--- config.mk ---
export PLATFORM = sky130hd
export DESIGN_NAME = sle_readback
export DESIGN_NICKNAME = d
export VERILOG_FILES = /design/src/rtl/sle_pkg.sv /design/src/rtl/sle_piso.sv /design/src/rtl/sle_readback.sv
export SDC_FILE = /design/constraint.sdc
export NUM_CORES = 1
export LEC_CHECK = 0
export ABC_CLOCK_PERIOD_IN_PS = 1700
export CELL_PAD_IN_SITES_DETAIL_PLACEMENT = 1
export CELL_PAD_IN_SITES_GLOBAL_PLACEMENT = 2
export CORE_ASPECT_RATIO = 0.7
export CORE_MARGIN = 2
export CORE_UTILIZATION = 30
export DETAILED_ROUTE_END_ITERATION = 10
export MAX_ROUTING_LAYER = met4
export PLACE_DENSITY_LB_ADDON = 0.1
export SLEW_MARGIN = 20
export SYNTH_ARGS = -nofsm -noshare
export SYNTH_HDL_FRONTEND = slang
export SYNTH_SLANG_ARGS = --single-unit
--- constraint.sdc ---
create_clock -name clk -period 1.7 [get_ports clk]
set_input_delay 0.34 -clock clk [delete_from_list [all_inputs] [get_ports clk]]
set_output_delay 0.34 -clock clk [all_outputs]
set_load 0.005 [all_outputs]
--- src/rtl/sle_pkg.sv ---
// Shared definitions for the SLE-bank utilities: FSM state encoding and a
// constant-evaluable clog2 for sizing counters and selects.
package sle_pkg;

  typedef enum logic [1:0] {
    IDLE  = 2'd0,
    SHIFT = 2'd1,
    DONE  = 2'd2
  } sle_state_t;

  function automatic int clog2(input int n);
    int r;
    r = 0;
    for (int i = 0; i < 31; i++) begin
      if ((1 << i) < n) r = i + 1;
    end
    return r;
  endfunction

endpackage

--- src/rtl/sle_piso.sv ---
// Shadow register for the SLE bank snapshot: parallel load on enable,
// single bit selected by index for serialisation.
module sle_piso #(
  parameter int WIDTH = 16,
  parameter int SEL_W = 4
) (
  input  logic             clk,
  input  logic             load,
  input  logic [WIDTH-1:0] d,
  input  logic [SEL_W-1:0] sel,
  output logic             q_bit
);

  logic [WIDTH-1:0] shadow_q;

  always_ff @(posedge clk) begin
    if (load) shadow_q <= d;
  end

  // Indices past the top cell read as 0 when WIDTH is not a power of two.
  always_comb begin
    q_bit = 1'b0;
    if (int'(sel) < WIDTH) q_bit = shadow_q[sel];
  end

endmodule

--- src/rtl/sle_readback.sv ---
// Serial readback engine: snapshots the SLE bank Q outputs and streams them
// LSB first over valid/ready, optionally followed by an even-parity bit.
module sle_readback
  import sle_pkg::*;
#(
  parameter int WIDTH  = 16,
  parameter int PARITY = 1
) (
  input  logic             clk,
  input  logic             rst,
  input  logic             cap_req,
  input  logic [WIDTH-1:0] cap_data,
  output logic             busy,
  output logic             sout,
  output logic             sout_valid,
  input  logic             sout_ready,
  output logic             sout_last,
  output logic             done,
  output logic             ovr
);

  localparam int N     = WIDTH + PARITY;
  localparam int CNT_W = clog2(N);
  localparam int SEL_W = clog2(WIDTH);
  localparam logic [CNT_W-1:0] LAST_IDX = CNT_W'(N - 1);
  localparam logic [CNT_W-1:0] PAR_IDX  = CNT_W'(WIDTH);

  sle_state_t       state;
  logic [CNT_W-1:0] cnt;
  logic             par_bit;
  logic             data_bit;
  logic             load;
  logic             is_par;
  logic             hs;

  assign load = (state == IDLE) && cap_req;

  sle_piso #(
    .WIDTH (WIDTH),
    .SEL_W (SEL_W)
  ) u_piso (
    .clk   (clk),
    .load  (load),
    .d     (cap_data),
    .sel   (cnt[SEL_W-1:0]),
    .q_bit (data_bit)
  );

  // Parity is taken from the same snapshot as the shadow word.
  always_ff @(posedge clk) begin
    if (load) par_bit <= ^cap_data;
  end

  // PARITY guards the compare: with PARITY=0 PAR_IDX can alias a data index.
  assign is_par     = (PARITY != 0) && (cnt == PAR_IDX);
  assign sout_valid = (state == SHIFT);
  assign busy       = (state != IDLE);
  assign done       = (state == DONE);
  assign sout_last  = sout_valid && (cnt == LAST_IDX);
  assign sout       = sout_valid && (is_par ? par_bit : data_bit);
  assign hs         = sout_valid && sout_ready;

  always_ff @(posedge clk) begin
    if (rst) begin
      state <= IDLE;
      cnt   <= '0;
      ovr   <= 1'b0;
    end else begin
      case (state)
        IDLE: begin
          if (cap_req) begin
            state <= SHIFT;
            cnt   <= '0;
          end
        end
        SHIFT: begin
          if (cap_req) ovr <= 1'b1;
          if (hs) begin
            if (cnt == LAST_IDX) state <= DONE;
            else                 cnt   <= cnt + CNT_W'(1);
          end
        end
        DONE: begin
          if (cap_req) ovr <= 1'b1;
          state <= IDLE;
        end
        default: state <= IDLE;
      endcase
    end
  end

endmodule
==> reports/metrics.cfg <==
[run_status]
status = complete, but fails checks
violations = setup timing

[worst_setup_path]
cp_data_required_time_ns = 1.36
path_max_fanout = 5
startpoint_type = flop
criticalPathCategory = flop to output port
end_kind = output port
crit_arrival_ns = 1.91

[detailed_routing]
wire_per_inst_um = 15.9
vias = 941
vias_per_cell = 4.59
ant_nets = 0
routed_wl_um = 3260
dr.pass1.iters = 4
drc = 0
drt-initial-drc-count = 5

[global_route]
grt_overflow = 0
grtUsageMet2_pct = 23.2
grtUsageMet3_pct = 4.14
grt-busiest-layer = met2
grt_pass1_wl_um = 5310
grt_max_degree = 18
first_global_vias = 1068
use_met1_pct = 21.9
antenna_found_initial = 0
track_usage_pct = 15.7

[synthesis]
synth_cell_types = 27
async_flop_share_pct = 0
netlist_instances = 102
avgSynthCellArea_um2 = 12.7
synth_top_flop_cell = edfxtp_1
yosys_warnings = 0
syn_nets = 127
post_synth_instance_area_um2 = 1290
synth_edf_count = 17
ys_seq_area_share_pct = 51.9
ys_seq_elements = 25

[power]
vdd_drop_max_mv = 0.335
total_power_mw = 1.63
p_per_area_nw_per_um2 = 840
cellLeakagePower_nw = 0.723

[clock_network]
clock_latency_ns = 0.27
holdBufCountCts = 0
clockBufferDepth = 2
cts_made_buffers = 3
ctsHtreeMaxLevel = 1
cts_tree = yes
root_buffer = clkbuf_8
clkTransAtPathRegs_ns = 0.09
cts.sinks = 25

[placement]
numPortBuffers = 25
gp_congestion = 0.751
post-place-ws_ns = -0.656
dp.cells = 196
dp_hpwl_um = 2500

[sta]
fin_ws_ns = -0.550
fin_setup_tns_ns = -0.571
max_slew_margin_pct = 78.8
finClkSkew_ns = 0.00192
fin_crit_ns = 2.25
setup_violations = 2
slew_viol_final = 0
finalHoldViolCount = 0
fin_crit_sh_pct = 132
rsz0062_at_grt = yes
tightest_slew_ns = 0.317
clock.fmax_mhz = 444

[floorplan]
start_util_pct = 32.1
core-area_um2 = 4020
die_x_um = 82.4
dieArea_um2 = 4850
fp.dieH_um = 58.9
ios = 26
row_count = 19

[final_layout]
drive_above_1_share_pct = 37.9
nNetsFinal = 179
num_antenna_cells = 0
final_cells = 205
syn_to_final_growth_pct = 50.1

[job]
cap_violations = 0

[hold_path]
hp-class = flop to flop

[final timing paths]
| kind | slack (ns) | cells past startpoint | to | start |
|---|---|---|---|---|
| setup / recovery | -0.55 | 5 | sout | cnt[2] |
| hold / removal | 0.49 | 2 | ovr | ovr |
| setup reg to reg | 0.09 | 8 | state[1] | state[1] |
| hold reg to reg | 0.49 | 2 | ovr | ovr |
[cell usage after synthesis (3+ instances only)]
cell | number | area (um2)
nand4_1 | 3 | 18.8
nor2_1 | 6 | 22.5
mux4_1 | 3 | 78.8
a21oi_1 | 8 | 40.0
xnor2_1 | 14 | 123
a31o_1 | 3 | 26.3
inv_1 | 10 | 37.5
edfxtp_1 | 17 | 510
nand2_1 | 3 | 11.3
ha_1 | 5 | 62.6
dfxtp_1 | 8 | 160
[metal layers]
metal	wire length, um	up-vias
met4	14	0
met5	0	-
met2	1420	17
met3	102	2
li1	-	470
met1	1730	452
[where the power goes]
| part | total, mW | internal [mW] | switching (mW) |
|---|---|---|---|
| clock | 0.354 | 0.168 | 0.186 |
| sequential | 0.760 | 0.729 | 0.0310 |
| combinational | 0.515 | 0.286 | 0.229 |
| total | 1.63 | 1.18 | 0.446 |
[cell type report]
class / count / area, um2
Fill cell: 430 / 2080
Sequential cell: 25 / 683
Multi-Input combinational cell: 65 / 658
Timing Repair Buffer: 49 / 447
Tap cell: 52 / 65.1
Clock buffer: 4 / 45.0
Inverter: 10 / 40.0
[flip-flops by register name, indices dropped and copies added, names as in the netlist]
signal           count
u_piso.shadow_q     16
ovr                  1
state                2
par_bit              1
cnt                  5
[per-stage QoR]
stage          utilization, %  area, um2  hold WS, ns
2_1_floorplan               -       1280        0.409
3_3_place_gp             43.2       1740        0.462
3_5_place_dp             43.2       1740        0.474
4_1_cts                  46.4       1860        0.504
5_1_grt                  48.2       1940        0.543
6_report                 48.2       1940        0.493
[cell families after synthesis]
family,synth area share [%]
compound gates,7.66
buf+inv,4.36
mux,10.4
fa+ha+maj,4.84
simple gates,10.7
flops,51.9
xor+xnor,10.2
[placed cells by master (no fill, tap or decap), types with 2 or more instances in the layout]
cell type	netlist	layout
o21ai_1	2	2
dfxtp_2	0	4
nand2b_1	2	2
dfxtp_1	8	2
nor2b_4	0	2
a31o_1	3	3
nand4_1	3	3
inv_1	10	5
a211oi_1	2	2
clkbuf_8	0	3
clkdlybuf4s50_1	0	20
xnor2_1	14	14
inv_2	0	4
nor2_1	6	5
edfxtp_1	17	17
buf_6	1	3
dfxtp_4	0	2
dlygate4sd2_1	0	2
mux4_2	2	5
ha_4	0	3
buf_4	1	21
a21oi_1	8	7
ha_1	5	2
[what timing repair did]
item / 4_1_cts / 5_1_grt
pin swaps: 4 / 6
setup buffers: 3 / 2
setup endpoints to repair: 9 / 10
resized for setup: 29 / 17
gates cloned: 0 / 0
[critical path: stages (launching register included)]
cell	delay (ns)
dfxtp_4	0.40
mux4_2	0.50
mux4_2	0.48
nand2_2	0.09
a21oi_2	0.05
buf_2	0.12
No activity file was read; power rests on OpenSTA's default activity.
